### src/rtl/vram_pkg.sv
// Shared VRAM write-path types and constants: address map, region encoding and
// requester indices used by the write arbiter and its round-robin core.
package vram_pkg;

    localparam int unsigned VRAM_ADDR_W = 13;
    localparam int unsigned VRAM_DATA_W = 64;
    localparam int unsigned VRAM_BE_W   = VRAM_DATA_W / 8;
    localparam int unsigned NUM_REQ     = 3;

    localparam logic [1:0] REQ_H2F   = 2'd0;
    localparam logic [1:0] REQ_SYNC1 = 2'd1;
    localparam logic [1:0] REQ_SYNC2 = 2'd2;

    // Word-address bases; each region ends where the next one starts.
    localparam logic [VRAM_ADDR_W-1:0] TILE_BASE = 13'h0000;
    localparam logic [VRAM_ADDR_W-1:0] PAT_BASE  = 13'h0800;
    localparam logic [VRAM_ADDR_W-1:0] PAL_BASE  = 13'h1800;
    localparam logic [VRAM_ADDR_W-1:0] SPR_BASE  = 13'h1A00;
    localparam logic [VRAM_ADDR_W-1:0] RSVD_BASE = 13'h1A80;

    localparam int unsigned TILE_AW = 11;
    localparam int unsigned PAT_AW  = 12;
    localparam int unsigned PAL_AW  = 9;
    localparam int unsigned SPR_AW  = 7;

    typedef enum logic [2:0] {
        REG_TILE,
        REG_PAT,
        REG_PAL,
        REG_SPR,
        REG_RSVD
    } region_e;

endpackage

### src/rtl/rr_arbiter3.sv
// Three-way round-robin grant. The search starts one past the last accepted
// requester; the pointer only moves when the caller reports an accept.
module rr_arbiter3 (
    input  logic       clk,
    input  logic       rst_n,
    input  logic [2:0] req,
    input  logic       enable,
    input  logic       accept,
    output logic [2:0] grant,
    output logic [1:0] grant_idx
);

    logic [1:0] ptr_q, ptr_d;

    function automatic logic [1:0] next_idx(input logic [1:0] i);
        return (i >= 2'd2) ? 2'd0 : i + 2'd1;
    endfunction

    always_comb begin
        logic [1:0] cand;
        logic       found;
        grant     = '0;
        grant_idx = '0;
        found     = 1'b0;
        cand      = next_idx(ptr_q);
        if (enable) begin
            for (int k = 0; k < 3; k++) begin
                if (!found && req[cand]) begin
                    grant[cand] = 1'b1;
                    grant_idx   = cand;
                    found       = 1'b1;
                end
                cand = next_idx(cand);
            end
        end
    end

    always_comb begin
        ptr_d = accept ? grant_idx : ptr_q;
    end

    // Reset to 2 so requester 0 is searched first.
    always_ff @(posedge clk) begin
        if (!rst_n) begin
            ptr_q <= 2'd2;
        end else begin
            ptr_q <= ptr_d;
        end
    end

endmodule

### src/rtl/vram_wr_arbiter.sv
// Arbitrates three VRAM writers onto the region write ports with a registered
// one-cycle write pulse; reserved-address writes are accepted and counted.
module vram_wr_arbiter
    import vram_pkg::*;
#(
    parameter int unsigned DROP_CNT_W = 8
) (
    input  logic                                clk,
    input  logic                                rst_n,
    input  logic [NUM_REQ-1:0]                  req_valid,
    output logic [NUM_REQ-1:0]                  req_ready,
    input  logic [NUM_REQ-1:0][VRAM_ADDR_W-1:0] req_addr,
    input  logic [NUM_REQ-1:0][VRAM_DATA_W-1:0] req_data,
    input  logic [NUM_REQ-1:0][VRAM_BE_W-1:0]   req_byteena,
    input  logic                                wr_stall,
    output logic [TILE_AW-1:0]                  tile_wraddr,
    output logic                                tile_wren,
    output logic [VRAM_DATA_W-1:0]              tile_wrdata,
    output logic [VRAM_BE_W-1:0]                tile_byteena,
    output logic [PAT_AW-1:0]                   pat_wraddr,
    output logic                                pat_wren,
    output logic [VRAM_DATA_W-1:0]              pat_wrdata,
    output logic [VRAM_BE_W-1:0]                pat_byteena,
    output logic [PAL_AW-1:0]                   pal_wraddr,
    output logic                                pal_wren,
    output logic [VRAM_DATA_W-1:0]              pal_wrdata,
    output logic [VRAM_BE_W-1:0]                pal_byteena,
    output logic [SPR_AW-1:0]                   spr_wraddr,
    output logic                                spr_wren,
    output logic [VRAM_DATA_W-1:0]              spr_wrdata,
    output logic [VRAM_BE_W-1:0]                spr_byteena,
    output logic                                drop_err,
    output logic [DROP_CNT_W-1:0]               drop_cnt
);

    logic [NUM_REQ-1:0] grant;
    logic [1:0]         grant_idx;
    logic               arb_en;
    logic               handshake;

    assign arb_en    = rst_n & ~wr_stall;
    assign req_ready = grant;
    assign handshake = |(req_valid & grant);

    rr_arbiter3 u_rr (
        .clk       (clk),
        .rst_n     (rst_n),
        .req       (req_valid),
        .enable    (arb_en),
        .accept    (handshake),
        .grant     (grant),
        .grant_idx (grant_idx)
    );

    logic [VRAM_ADDR_W-1:0] sel_addr;
    logic [VRAM_DATA_W-1:0] sel_data;
    logic [VRAM_BE_W-1:0]   sel_be;
    region_e                sel_region;

    always_comb begin
        case (grant_idx)
            REQ_SYNC1: begin
                sel_addr = req_addr[1];
                sel_data = req_data[1];
                sel_be   = req_byteena[1];
            end
            REQ_SYNC2: begin
                sel_addr = req_addr[2];
                sel_data = req_data[2];
                sel_be   = req_byteena[2];
            end
            default: begin
                sel_addr = req_addr[REQ_H2F];
                sel_data = req_data[REQ_H2F];
                sel_be   = req_byteena[REQ_H2F];
            end
        endcase
    end

    always_comb begin
        if (sel_addr < PAT_BASE) begin
            sel_region = REG_TILE;
        end else if (sel_addr < PAL_BASE) begin
            sel_region = REG_PAT;
        end else if (sel_addr < SPR_BASE) begin
            sel_region = REG_PAL;
        end else if (sel_addr < RSVD_BASE) begin
            sel_region = REG_SPR;
        end else begin
            sel_region = REG_RSVD;
        end
    end

    logic [TILE_AW-1:0]     tile_addr_q, tile_addr_d;
    logic [VRAM_DATA_W-1:0] tile_data_q, tile_data_d;
    logic [VRAM_BE_W-1:0]   tile_be_q, tile_be_d;
    logic                   tile_wren_q, tile_wren_d;
    logic [PAT_AW-1:0]      pat_addr_q, pat_addr_d;
    logic [VRAM_DATA_W-1:0] pat_data_q, pat_data_d;
    logic [VRAM_BE_W-1:0]   pat_be_q, pat_be_d;
    logic                   pat_wren_q, pat_wren_d;
    logic [PAL_AW-1:0]      pal_addr_q, pal_addr_d;
    logic [VRAM_DATA_W-1:0] pal_data_q, pal_data_d;
    logic [VRAM_BE_W-1:0]   pal_be_q, pal_be_d;
    logic                   pal_wren_q, pal_wren_d;
    logic [SPR_AW-1:0]      spr_addr_q, spr_addr_d;
    logic [VRAM_DATA_W-1:0] spr_data_q, spr_data_d;
    logic [VRAM_BE_W-1:0]   spr_be_q, spr_be_d;
    logic                   spr_wren_q, spr_wren_d;
    logic                   drop_err_q, drop_err_d;
    logic [DROP_CNT_W-1:0]  drop_cnt_q, drop_cnt_d;

    // Region bases other than pattern are aligned to their size, so the local
    // address is a plain slice; pattern wraps modulo 4K to remove its offset.
    always_comb begin
        tile_addr_d = tile_addr_q;
        tile_data_d = tile_data_q;
        tile_be_d   = tile_be_q;
        tile_wren_d = 1'b0;
        pat_addr_d  = pat_addr_q;
        pat_data_d  = pat_data_q;
        pat_be_d    = pat_be_q;
        pat_wren_d  = 1'b0;
        pal_addr_d  = pal_addr_q;
        pal_data_d  = pal_data_q;
        pal_be_d    = pal_be_q;
        pal_wren_d  = 1'b0;
        spr_addr_d  = spr_addr_q;
        spr_data_d  = spr_data_q;
        spr_be_d    = spr_be_q;
        spr_wren_d  = 1'b0;
        drop_err_d  = drop_err_q;
        drop_cnt_d  = drop_cnt_q;
        if (handshake) begin
            unique case (sel_region)
                REG_TILE: begin
                    tile_wren_d = 1'b1;
                    tile_addr_d = sel_addr[TILE_AW-1:0];
                    tile_data_d = sel_data;
                    tile_be_d   = sel_be;
                end
                REG_PAT: begin
                    pat_wren_d = 1'b1;
                    pat_addr_d = sel_addr[PAT_AW-1:0] - PAT_BASE[PAT_AW-1:0];
                    pat_data_d = sel_data;
                    pat_be_d   = sel_be;
                end
                REG_PAL: begin
                    pal_wren_d = 1'b1;
                    pal_addr_d = sel_addr[PAL_AW-1:0];
                    pal_data_d = sel_data;
                    pal_be_d   = sel_be;
                end
                REG_SPR: begin
                    spr_wren_d = 1'b1;
                    spr_addr_d = sel_addr[SPR_AW-1:0];
                    spr_data_d = sel_data;
                    spr_be_d   = sel_be;
                end
                REG_RSVD: begin
                    drop_err_d = 1'b1;
                    if (drop_cnt_q != '1) begin
                        drop_cnt_d = drop_cnt_q + DROP_CNT_W'(1);
                    end
                end
                default: ;
            endcase
        end
    end

    always_ff @(posedge clk) begin
        if (!rst_n) begin
            tile_addr_q <= '0;
            tile_data_q <= '0;
            tile_be_q   <= '0;
            tile_wren_q <= 1'b0;
            pat_addr_q  <= '0;
            pat_data_q  <= '0;
            pat_be_q    <= '0;
            pat_wren_q  <= 1'b0;
            pal_addr_q  <= '0;
            pal_data_q  <= '0;
            pal_be_q    <= '0;
            pal_wren_q  <= 1'b0;
            spr_addr_q  <= '0;
            spr_data_q  <= '0;
            spr_be_q    <= '0;
            spr_wren_q  <= 1'b0;
            drop_err_q  <= 1'b0;
            drop_cnt_q  <= '0;
        end else begin
            tile_addr_q <= tile_addr_d;
            tile_data_q <= tile_data_d;
            tile_be_q   <= tile_be_d;
            tile_wren_q <= tile_wren_d;
            pat_addr_q  <= pat_addr_d;
            pat_data_q  <= pat_data_d;
            pat_be_q    <= pat_be_d;
            pat_wren_q  <= pat_wren_d;
            pal_addr_q  <= pal_addr_d;
            pal_data_q  <= pal_data_d;
            pal_be_q    <= pal_be_d;
            pal_wren_q  <= pal_wren_d;
            spr_addr_q  <= spr_addr_d;
            spr_data_q  <= spr_data_d;
            spr_be_q    <= spr_be_d;
            spr_wren_q  <= spr_wren_d;
            drop_err_q  <= drop_err_d;
            drop_cnt_q  <= drop_cnt_d;
        end
    end

    // Gating with rst_n discards a registered write the moment reset asserts.
    assign tile_wren    = tile_wren_q & rst_n;
    assign tile_wraddr  = tile_addr_q;
    assign tile_wrdata  = tile_data_q;
    assign tile_byteena = tile_be_q;
    assign pat_wren     = pat_wren_q & rst_n;
    assign pat_wraddr   = pat_addr_q;
    assign pat_wrdata   = pat_data_q;
    assign pat_byteena  = pat_be_q;
    assign pal_wren     = pal_wren_q & rst_n;
    assign pal_wraddr   = pal_addr_q;
    assign pal_wrdata   = pal_data_q;
    assign pal_byteena  = pal_be_q;
    assign spr_wren     = spr_wren_q & rst_n;
    assign spr_wraddr   = spr_addr_q;
    assign spr_wrdata   = spr_data_q;
    assign spr_byteena  = spr_be_q;
    assign drop_err     = drop_err_q;
    assign drop_cnt     = drop_cnt_q;

endmodule

### config.mk
export PLATFORM = sky130hd
export DESIGN_NAME = vram_wr_arbiter
export DESIGN_NICKNAME = d
export VERILOG_FILES = /design/src/rtl/vram_pkg.sv /design/src/rtl/rr_arbiter3.sv /design/src/rtl/vram_wr_arbiter.sv
export SDC_FILE = /design/constraint.sdc
export NUM_CORES = 1
export LEC_CHECK = 0
export CORE_AREA = 2 2 237 239
export CTS_CLUSTER_DIAMETER = 100
export CTS_CLUSTER_SIZE = 14
export DETAILED_ROUTE_END_ITERATION = 12
export DIE_AREA = 0 0 239 241
export GPL_TIMING_DRIVEN = 0
export MAX_ROUTING_LAYER = met4
export PLACE_DENSITY = 0.51
export SKIP_LAST_GASP = 1
export SLEW_MARGIN = 10
export SYNTH_ARGS = -nofsm -noshare
export SYNTH_HDL_FRONTEND = slang
export SYNTH_SLANG_ARGS = --single-unit
export TNS_END_PERCENT = 30
### constraint.sdc
create_clock -name clk -period 3.4 [get_ports clk]
set_input_delay 0.34 -clock clk [delete_from_list [all_inputs] [get_ports clk]]
set_output_delay 0.34 -clock clk [all_outputs]
set_load 0.02 [all_outputs]
==> results of run 1 <==
synthesized netlist by cell type, drive strengths merged (2+ instances only):
library cell,number
and2,5
buf,63
a221oi,4
clkbuf,92
o31ai,2
a22oi,81
nand3,85
nor2b,6
or3,6
o22ai,3
nand2,657
and3,2
o21ai,168
inv,14
o211ai,2
a21oi,255
dfxtp,342
nand2b,4
or2,4
nor2,4
ha,5
layout by cell type, fill, tap and decap left out, types with 2 or more instances in the layout:
cell type and n:
a221oi_1 3, o21ai_4 2, o21ai_1 22, a22oi_1 80, and2_1 5, a21oi_1 255, clkbuf_16 31, clkdlybuf4s50_1 602
nor2_1 4, buf_6 11, buf_1 17, buf_2 14, o31ai_1 2, dfxtp_1 341, nand3_1 84, o21ai_0 135
o21ai_2 9, bufbuf_16 2, o211ai_1 2, nand2_1 656, or3_1 6, o22ai_2 2, ha_2 2, inv_1 12
and3_1 2, buf_4 28, clkbuf_1 72, nor2b_1 6, clkbuf_2 19, clkbuf_4 3, nand2b_1 4, or2_2 3
ha_1 2, buf_12 10
state kept, by name (all words and copies together), names as in the netlist, 9 cells and up:
| signal | cells |
|---|---|
| spr_wrdata | 64 |
| tile_wrdata | 64 |
| pat_wrdata | 64 |
| pat_wraddr | 12 |
| pal_wrdata | 64 |
| tile_wraddr | 11 |
| pal_wraddr | 9 |
where the power goes:
group / internal (mW) / leakage (nW) / switching [mW]
sequential: 4.08 / 2.76 / 0.0429
clock: 1.50 / 0.363 / 1.52
combinational: 0.555 / 4.30 / 0.738
critical path: stages:
cell and delay, ns:
clkdlybuf4s50_1 0.49, nor2b_1 0.20, o22ai_2 0.12, nand3_2 0.16
inv_1 0.10, ha_2 0.21, buf_12 0.12, buf_4 0.32
buf_1 0.55, a22oi_1 0.19, o21ai_0 0.66, nand3_1 0.19
o21ai_0 0.11
repair_timing:
item,in CTS,in global routing
pin swaps,6,5
hold endpoints to repair,0,0
setup buffers,21,2
resized for setup,69,45
cloned,2,0
endpoints found under the setup margin,340,320
worst max path at each step:
stage	from	endpoint	slack (ns)	cells past startpoint
floorplan	rst_n	spr_wraddr[0]$_SDFFE_PN0P_	0.004	19
finish	req_valid[1]	spr_byteena[4]$_SDFFE_PN0P_	0.12	13
global route	req_valid[1]	pat_wrdata[45]$_SDFFE_PN0P_	-0.02	13
detailed placement	req_valid[2]	tile_wrdata[4]$_SDFFE_PN0P_	-2.28	16
CTS	u_rr.ptr_q[1]$_SDFFE_PN1P_	pat_wrdata[43]$_SDFFE_PN0P_	-0.07	16
global placement	req_valid[2]	tile_wrdata[4]$_SDFFE_PN0P_	-2.22	16
metrics by stage:
stage | util, % | total power, mW | area, µm²
6_report | 39.9 | 8.44 | 21900
5_1_grt | 39.9 | 8.76 | 21900
4_1_cts | 39.8 | 8.52 | 21800
3_5_place_dp | 37.6 | 5.47 | 20600
3_3_place_gp | 37.6 | 5.46 | 20600
2_1_floorplan | - | 4.70 | 13700
final cells by class:
type                            count  share of cell area, %
Timing Repair Buffer              627                   28.8
Multi-Input combinational cell   1302                   28.1
Clock buffer                       30                   3.33
Inverter                           14                  0.274
Clock inverter                      1                 0.0400
Buffer                            153                   4.13
Tap cell                          704                   4.02
Antenna cell                        1                 0.0114
Sequential cell                   342                   31.3
logic make-up after synthesis:
family	Yosys count	share of synthesized area, %
buf+inv	169	5.64
compound gates	517	20.9
fa+ha+maj	5	0.456
simple gates	779	23.0
flops	342	49.9
mux	1	0.0730
layer usage:
metal | share of wire [%] | track usage (%)
met1 | 40 | 28.0
met2 | 50 | 43.1
met3 | 8.0 | 6.46
met4 | 2.1 | 5.44
met5 | 0 | -
==> impl_metrics.csv, run 1 <==
group,metric,value,unit
sta,report.final.setup_viol,0,
flow_run,maxCapViolations,0,
logic_synthesis,ys_warn_count,0,
sta,finalCriticalPeriod,3.28,ns
drt,wl_per_cell,22.9,µm
worst_setup_path,arrival,3.79,ns
drt,first_iter_violations,949,
die,rows,86,
die,initial_utilization,25.0,%
power_and_ir_drop,powerDensity,386,mW/mm²
sta,finalSetupTns,0,ns
die,ios,604,
power_and_ir_drop,p_leak,7.42,nW
drt,vias_per_cell,4.80,
global_routing,grt_overflow,0,
global_routing,grt_max_degree,16,
worst_hold_path,hold_path_depth,4,
worst_setup_path,worstReg2RegStart,"u_rr.ptr_q[0]$_SDFFE_PN0P_",
drt,first_pass_iters,5,
worst_hold_path,hp-start,"rst_n",
logic_synthesis,syn_inst,1813,
finish,multi_input_area,0.00616,mm²
sta,rsz0062_at_grt,"yes",
drt,postRouteWirelength,72600,µm
sta,fmax,305,MHz
worst_setup_path,critical_path.endpoint_type,"register",
logic_synthesis,synth_edf_count,0,
worst_setup_path,crit_type,"in2reg",
cts,cts.sinks,342,
sta,slew_viol_final,0,
sta,clock_skew,0.0111,ns
sta,worst_slew_pin_slew,1.32,ns
sta,hold_viol,0,
cts,clock_latency,0.57,ns
worst_setup_path,reg2reg_depth,12,
logic_synthesis,yosys.area.top_type_share,49.9,%
die,core,0.0549,mm²
logic_synthesis,synthTopCellsByArea,"dfxtp_1, nand2_1, a21oi_1, o21ai_0, a22oi_1",
global_routing,antenna_found_initial,4,
logic_synthesis,synth_area_per_cell,7.56,µm²
cts,cts_made_buffers,28,
cts,cts_buffer_depth,3,
finish,drive_gt1_share,6.03,%
logic_synthesis,syn_area,0.0137,mm²
global_routing,grt_first_pass_wirelength,101000,µm
drt,ant_nets,0,
logic_synthesis,ys_seq_area_share,49.9,%
drt,dr_total_vias,15200,
logic_synthesis,synth_seq_cells,342,
worst_hold_path,min_to,"spr_wrdata[21]$_SDFFE_PN0P_",
power_and_ir_drop,irDropWorstVdd,0.339,mV
die,dieHeight,241,µm
placed_design,routabilityCongestion,0.890,
drt,drc_errors,0,
worst_setup_path,r2r_end,"spr_byteena[4]$_SDFFE_PN0P_",
sta,whs,0.414,ns
cts,htreeDepth,1,
finish,area_growth,59.7,%
worst_hold_path,hold_class,"in2reg",
sta,min_period_over_period,96.5,%
worst_setup_path,cp-start-kind,"primary input",
logic_synthesis,synthFlopType,"dfxtp_1",
logic_synthesis,yosysTopAreaCell,"dfxtp_1",
worst_setup_path,cp.required,3.91,ns
die,dieArea,0.0576,mm²
finish,nets,2734,
placed_design,numPortBuffers,602,
cts,cts_tree,"built",
sta,setup_slack,0.120,ns
sta,slew_headroom,11.8,%
logic_synthesis,synth-async-reset-ratio,0,%
status,outcome,"complete, no violations",
placed_design,dp.cells,3119,
finish,stdcell_count,3174,
placed_design,pre_cts_slack,-2.28,ns
global_routing,grt_use_total,24.6,%
global_routing,grt_pass1_vias,14900,
finish,regArea,0.00685,mm²
worst_setup_path,path_max_fanout,10,
finish,num-fill-cells,5709,
worst_setup_path,reg2reg_slack,0.12,ns
logic_synthesis,synth_nets,2079,
placed_design,hpwlAfterDp,54600,µm
cts,cts_hold_buffers,0,
cts,clk_pin_slew,0.07,ns
logic_synthesis,synthDistinctLibCells,37,
cts,root_buffer,"clkbuf_16",
die,chipWidth,239,µm
Power figures use the tool's default switching activity.
==> run 2: changes to the inputs <==
--- a/config.mk
+++ b/config.mk
@@ -5,11 +5,11 @@
 export SDC_FILE = /design/constraint.sdc
 export NUM_CORES = 1
 export LEC_CHECK = 0
-export CORE_AREA = 2 2 237 239
+export CORE_AREA = 2 2 232 234
 export CTS_CLUSTER_DIAMETER = 100
 export CTS_CLUSTER_SIZE = 14
 export DETAILED_ROUTE_END_ITERATION = 12
-export DIE_AREA = 0 0 239 241
+export DIE_AREA = 0 0 234 236
 export GPL_TIMING_DRIVEN = 0
 export MAX_ROUTING_LAYER = met4
 export PLACE_DENSITY = 0.51
==> constraint.sdc (replaced) <==
create_clock -name clk -period 3.15 [get_ports clk]
set_input_delay 0.315 -clock clk [delete_from_list [all_inputs] [get_ports clk]]
set_output_delay 0.315 -clock clk [all_outputs]
set_load 0.02 [all_outputs]
==> run 2 against run 1 <==
The run now ends with negative setup slack left. Utilization increased by 3.3 points. Combinational power increased by 12%. Clock-buffer cell count is 1 lower. Die area is 4.1% lower. Highest routed layer unchanged. First-iteration DRC count is 2.2% lower. Critical path depth increased by 5. Final area is 4.6% higher. Non-clock buffer count up 9. Power increased by 8.4%.
==> impl_metrics.csv, run 2 (synthesized netlist as in run 1, its figures left out) <==
group,metric,value,unit
worst_setup_path,critPathCapture,"spr_wraddr[3]$_SDFFE_PN0P_",
power_and_ir_drop,powerDensity,400,mW/mm²
cts,clock_latency,0.58,ns
drt,wl_met2,35800,µm
placed_design,numPortBuffers,602,
drt,first_pass_iters,5,
flow_run,maxCapViolations,0,
finish,area_growth,67.1,%
finish,layout_common_cells,"nand2_1, clkdlybuf4s50_1, dfxtp_1",
sta,hold_viol,0,
power_and_ir_drop,switching_power,2.51,mW
sta,setup_slack,-0.139,ns
placed_design,dp.cells,3111,
power_and_ir_drop,p_leak,7.89,nW
power_and_ir_drop,sequentialPowerShare,48.6,%
worst_setup_path,worstReg2RegStart,"u_rr.ptr_q[1]$_SDFFE_PN1P_",
sta,slew_viol_final,0,
worst_setup_path,path_cells,"inv_2 -> a21oi_2 -> o211ai_1 -> inv_1 -> ha_4 -> buf_12 -> clkbuf_16 -> clkbuf_16 -> o21ai_4 -> inv_2 -> ha_4 -> nand4b_4 -> nor4b_4 -> buf_6 -> buf_12 -> buf_12 -> clkbuf_16 -> o21ai_2",
finish,fin_util,43.2,%
cts,cts.sinks,342,
status,outcome,"complete, but fails checks",
worst_setup_path,critical_path.endpoint_type,"register",
power_and_ir_drop,irDropWorstVdd,0.341,mV
die,rows,85,
global_routing,antenna_found_initial,3,
drt,wl_met3,5420,µm
sta,whs,0.346,ns
power_and_ir_drop,share_comb_of_total_power,15.7,%
power_and_ir_drop,intPower,6.64,mW
drt,ant_nets,0,
global_routing,grt_first_pass_wirelength,99800,µm
power_and_ir_drop,p_sw_share,27.4,%
die,dieHeight,236,µm
drt,drc_errors,0,
cts,clk_pin_slew,0.07,ns
finish,stdcell_count,3176,
sta,clock_skew,0.0280,ns
finish,drive_gt1_share,11.2,%
drt,wl_met1,29300,µm
worst_setup_path,arrival,3.76,ns
drt,first_iter_violations,928,
die,core,0.0531,mm²
finish,mostFrequentLayoutCell,"nand2_1",
worst_setup_path,crit_type,"reg2reg",
cts,cts_buffer_depth,3,
global_routing,grt_overflow,0,
drt,dr_total_vias,15400,
die,dieArea,0.0552,mm²
die,chipWidth,234,µm
drt,vias_per_cell,4.86,
placed_design,routabilityCongestion,0.887,
sta,fmax,304,MHz
worst_setup_path,path_max_fanout,7,
sta,worst_slew_pin_slew,1.10,ns
placed_design,pre_cts_slack,-2.41,ns
finish,regArea,0.00685,mm²
die,initial_utilization,25.8,%
sta,finalCriticalPeriod,3.29,ns
drt,wl_per_cell,22.8,µm
die,ios,604,
sta,rsz0062_at_grt,"yes",
finish,num-fill-cells,5360,
power_and_ir_drop,clkPwrFrac,35.6,%
cts,cts_hold_buffers,0,
sta,slew_headroom,26.6,%
sta,min_period_over_period,104,%
cts,root_buffer,"clkbuf_16",
global_routing,grt_use_total,25.2,%
worst_setup_path,cp.required,3.62,ns
worst_setup_path,r2r_end,"spr_wraddr[3]$_SDFFE_PN0P_",
global_routing,grt_max_degree,15,
drt,top_layer,"met4",
global_routing,grt_pass1_vias,14800,
worst_setup_path,reg2reg_depth,18,
cts,htreeDepth,1,
worst_setup_path,crit_path_max_incr_delay,0.36,ns
finish,multi_input_area,0.00668,mm²
placed_design,hpwlAfterDp,54000,µm
finish,nets,2744,
worst_setup_path,crit_path_start,"u_rr.ptr_q[1]$_SDFFE_PN1P_",
worst_setup_path,reg2reg_slack,-0.14,ns
drt,postRouteWirelength,72400,µm
sta,report.final.setup_viol,171,
worst_hold_path,hold_class,"in2reg",
cts,cts_tree,"built",
worst_setup_path,slowest_stage,"dfxtp_4",
worst_setup_path,cp-start-kind,"register",
cts,cts_made_buffers,28,
status,violations,"negative setup slack",
## run 2: changes by cell type in the layout (fill, tap and decap cells not counted), moves of 11 or more
cell      delta
o21ai_0     -42
a21oi_2     +41
clkbuf_2    -12
nand3_1     -11
a21oi_1     -41
nand2_4     +31
nand2_1     -38
o21ai_1     +31
o21ai_2     +11
## run 2: power by group through the flow
stage               clock, mW  sequential [mW]  combinational [mW]
finish                   3.26             4.45                1.44
CTS                      3.33             4.45                1.40
floorplan                   0             4.64               0.438
detailed placement          0             4.55                1.35
global placement            0             4.55                1.35
global route             3.47             4.46                1.54
## run 2: through the flow
stage,total power [mW],cell area (µm²),TNS (ns)
after global routing,9.47,22900,-49.99
after detailed placement,5.90,20700,-647.72
after global placement,5.90,20700,-622.52
final,9.16,22900,-11.59
after CTS,9.18,21900,-13.06
after floorplan,5.08,13800,0
## run 2: how the worst min path moves through the flow
stage                                 startpoint                      endpoint  slack (ns)  cells past startpoint
finish                                     rst_n   spr_wrdata[18]$_SDFFE_PN0P_        0.35                      4
global route                               rst_n    spr_wrdata[3]$_SDFFE_PN0P_        0.37                      4
CTS                                        rst_n   spr_wrdata[26]$_SDFFE_PN0P_        0.34                      4
detailed placement  tile_wrdata[28]$_SDFFE_PN0P_  tile_wrdata[28]$_SDFFE_PN0P_        0.45                      2
global placement           drop_err$_SDFFE_PN0P_         drop_err$_SDFFE_PN0P_        0.44                      2
floorplan             u_rr.ptr_q[0]$_SDFFE_PN0P_    u_rr.ptr_q[0]$_SDFFE_PN0P_        0.45                      2
## run 2: repair_timing
item | CTS | global route
resized for setup | 151 | 226
cloned | 2 | 10
buffers inserted | 17 | 5
endpoints found under the setup margin | 340 | 336
pin swaps | 7 | 43
## run 2: area by class of cell
cell class	instances	area share [%]
clock inverter	2	0.0546
tap	696	3.80
antenna	1	0.0109
multi-input combinational	1302	29.2
timing repair buffer	635	28.3
clock buffer	29	3.17
inverter	14	0.344
buffer	154	5.11
timing repair inverter	1	0.131
sequential	342	29.9
## run 2: metal layers
layer  up-vias  global-route usage [%]
li1       7400                       -
met1      7437                    29.3
met2       522                    43.4
met3        89                    5.72
met4         0                    6.83
met5         -                       -
## run 2: critical path, delay by kind of cell (launching register included)
family	cells	cell delay [ns]
compound gates	4	0.56
flops	1	0.36
fa+ha+maj	2	0.43
simple gates	2	0.45
buf+inv	10	1.37
==> run 3: changes to the inputs <==
--- a/config.mk
+++ b/config.mk
@@ -13,6 +13,7 @@
 export GPL_TIMING_DRIVEN = 0
 export MAX_ROUTING_LAYER = met4
 export PLACE_DENSITY = 0.51
+export REMOVE_ABC_BUFFERS = 1
 export SKIP_LAST_GASP = 1
 export SLEW_MARGIN = 10
 export SYNTH_ARGS = -nofsm -noshare
==> run 3 against run 2 <==
The flow still finishes with violations (negative setup slack). Fmax is 2.1% higher. Final cell count is 2.7% lower. Non-clock buffer count is 94 lower. Worst hold slack worse by 0.21 ns. Flip-flop and latch count stayed put. Critical path depth stayed put. Register-to-register slack better by 0.07 ns. Final area is 0.47% lower. Wire length is 3.2% lower. Combinational power is 3% higher. Die area stayed put. Clock-buffer cell count stayed put. Critical endpoint is now spr_wrdata[15]$_SDFFE_PN0P_.
==> impl_metrics.csv, run 3 (synthesized netlist as in run 1, its figures left out) <==
group,metric,value,unit
placed_design,hpwlAfterDp,38700,µm
drt,first_iter_violations,908,
worst_setup_path,path_max_fanout,7,
sta,slew_viol_final,0,
cts,htreeDepth,1,
sta,hold_viol,0,
finish,diodes,0,
drt,dr_total_vias,15100,
cts,cts.sinks,342,
drt,vias_per_cell,4.88,
die,ios,604,
placed_design,routabilityCongestion,0.783,
global_routing,grt_overflow,0,
die,dieArea,0.0552,mm²
cts,cts_tree,"built",
sta,fmax,310,MHz
global_routing,grt_max_degree,137,
cts,root_buffer,"clkbuf_16",
finish,area_growth,66.3,%
status,violations,"negative setup slack",
sta,slew_headroom,31.9,%
worst_setup_path,reg2reg_depth,18,
finish,fin_util,43.0,%
drt,postRouteWirelength,70100,µm
drt,ant_nets,0,
sta,worst_slew_pin_slew,1.01,ns
drt,drc_errors,0,
cts,clk_pin_slew,0.07,ns
worst_setup_path,cp-start-kind,"register",
die,dieHeight,236,µm
cts,cts_buffer_depth,3,
die,chipWidth,234,µm
sta,finalSetupTns,-0.571,ns
global_routing,grt_first_pass_wirelength,96000,µm
finish,layout_common_cells,"nand2_1, clkdlybuf4s50_1, dfxtp_1",
worst_hold_path,hold_path_depth,3,
finish,mostFrequentLayoutCell,"nand2_1",
drt,first_pass_iters,5,
sta,finalCriticalPeriod,3.22,ns
cts,clock_latency,0.57,ns
finish,drive_gt1_share,7.98,%
worst_setup_path,cp.required,3.64,ns
finish,nets,2658,
global_routing,antenna_found_initial,3,
placed_design,numPortBuffers,603,
status,outcome,"complete, but fails checks",
cts,cts_hold_buffers,0,
power_and_ir_drop,powerDensity,403,mW/mm²
worst_hold_path,hold_class,"in2reg",
drt,wl_per_cell,22.7,µm
global_routing,grt_pass1_vias,14100,
sta,report.final.setup_viol,27,
die,initial_utilization,25.8,%
worst_setup_path,arrival,3.71,ns
worst_setup_path,crit_type,"reg2reg",
sta,clock_skew,0.0218,ns
sta,min_period_over_period,102,%
sta,whs,0.134,ns
cts,cts_made_buffers,28,
flow_run,maxCapViolations,0,
die,core,0.0531,mm²
power_and_ir_drop,irDropWorstVdd,0.422,mV
power_and_ir_drop,p_leak,7.79,nW
die,rows,85,
sta,rsz0062_at_grt,"yes",
sta,setup_slack,-0.0710,ns
worst_setup_path,critical_path.endpoint_type,"register",
global_routing,grt_use_total,24.1,%
-- run 3: cell types whose count changed in the layout (fill, tap and decap cells not counted), sizes merged --
cell    before  now
buf         87   74
bufbuf       0   14
clkbuf     129   34
clkinv       3    5
diode        1    0
nand3       85   89
or2          4    6
-- run 3: path summary, 6_finish.rpt --
check	startpoint	endpoint	slack, ns
min	rst_n	spr_wrdata[58]$_SDFFE_PN0P_	0.13
max reg2reg	u_rr.ptr_q[1]$_SDFFE_PN1P_	spr_wrdata[15]$_SDFFE_PN0P_	-0.07
max	u_rr.ptr_q[1]$_SDFFE_PN1P_	spr_wrdata[15]$_SDFFE_PN0P_	-0.07
min reg2reg	pat_wrdata[13]$_SDFFE_PN0P_	pat_wrdata[13]$_SDFFE_PN0P_	0.45
-- run 3: what timing repair did --
item | 4_1_cts | 5_1_grt
setup endpoints to repair | 343 | 271
pin swaps | 10 | 10
cloned | 24 | 8
setup buffers | 38 | 17
resized for setup | 52 | 60
-- run 3: power by group --
part,switching [mW],internal [mW]
logic,0.798,0.686
clock network,1.63,1.62
registers,0.0423,4.40
total,2.47,6.71
-- run 3: metrics by stage --
step	setup slack (ns)	cell area (µm²)	power (mW)	std cells
3_3_place_gp	-17.19	19900	5.76	2957
4_1_cts	-0.101	22300	9.23	3066
2_1_floorplan	-5.12	13000	5.02	1658
5_1_grt	-0.195	22800	9.52	3089
3_5_place_dp	-3.55	20400	5.80	2979
6_report	-0.0710	22800	9.18	3089
-- run 3: routing by layer --
layer | wire length (µm) | share of wire (%) | track usage, %
met1 | 28900 | 41 | 29.1
met2 | 34700 | 50 | 41.4
met3 | 5270 | 7.5 | 5.20
met4 | 1280 | 1.8 | 3.89
met5 | 0 | 0 | -
-- run 3: layout make-up --
| type | instances | area (µm²) |
|---|---|---|
| fill | 5320 | 30300 |
| tap | 696 | 871 |
| clock inverter | 2 | 12.5 |
| timing repair inverter | 3 | 57.6 |
| multi-input combinational | 1308 | 6440 |
| timing repair buffer | 695 | 7710 |
| sequential | 342 | 6850 |
| clock buffer | 29 | 726 |
| inverter | 14 | 129 |
-- run 3: critical path: stages (launching register included) --
cell and delay, ns:
dfxtp_2 0.34, buf_4 0.14, o22ai_1 0.13, nand3_2 0.15, ha_4 0.30, buf_16 0.14, o21ai_4 0.22, inv_2 0.07
ha_4 0.17, nand4b_4 0.20, nor4b_4 0.32, buf_6 0.15, buf_6 0.10, buf_12 0.11, buf_12 0.10, buf_12 0.13
buf_12 0.14, nand3_1 0.08, o21ai_0 0.10
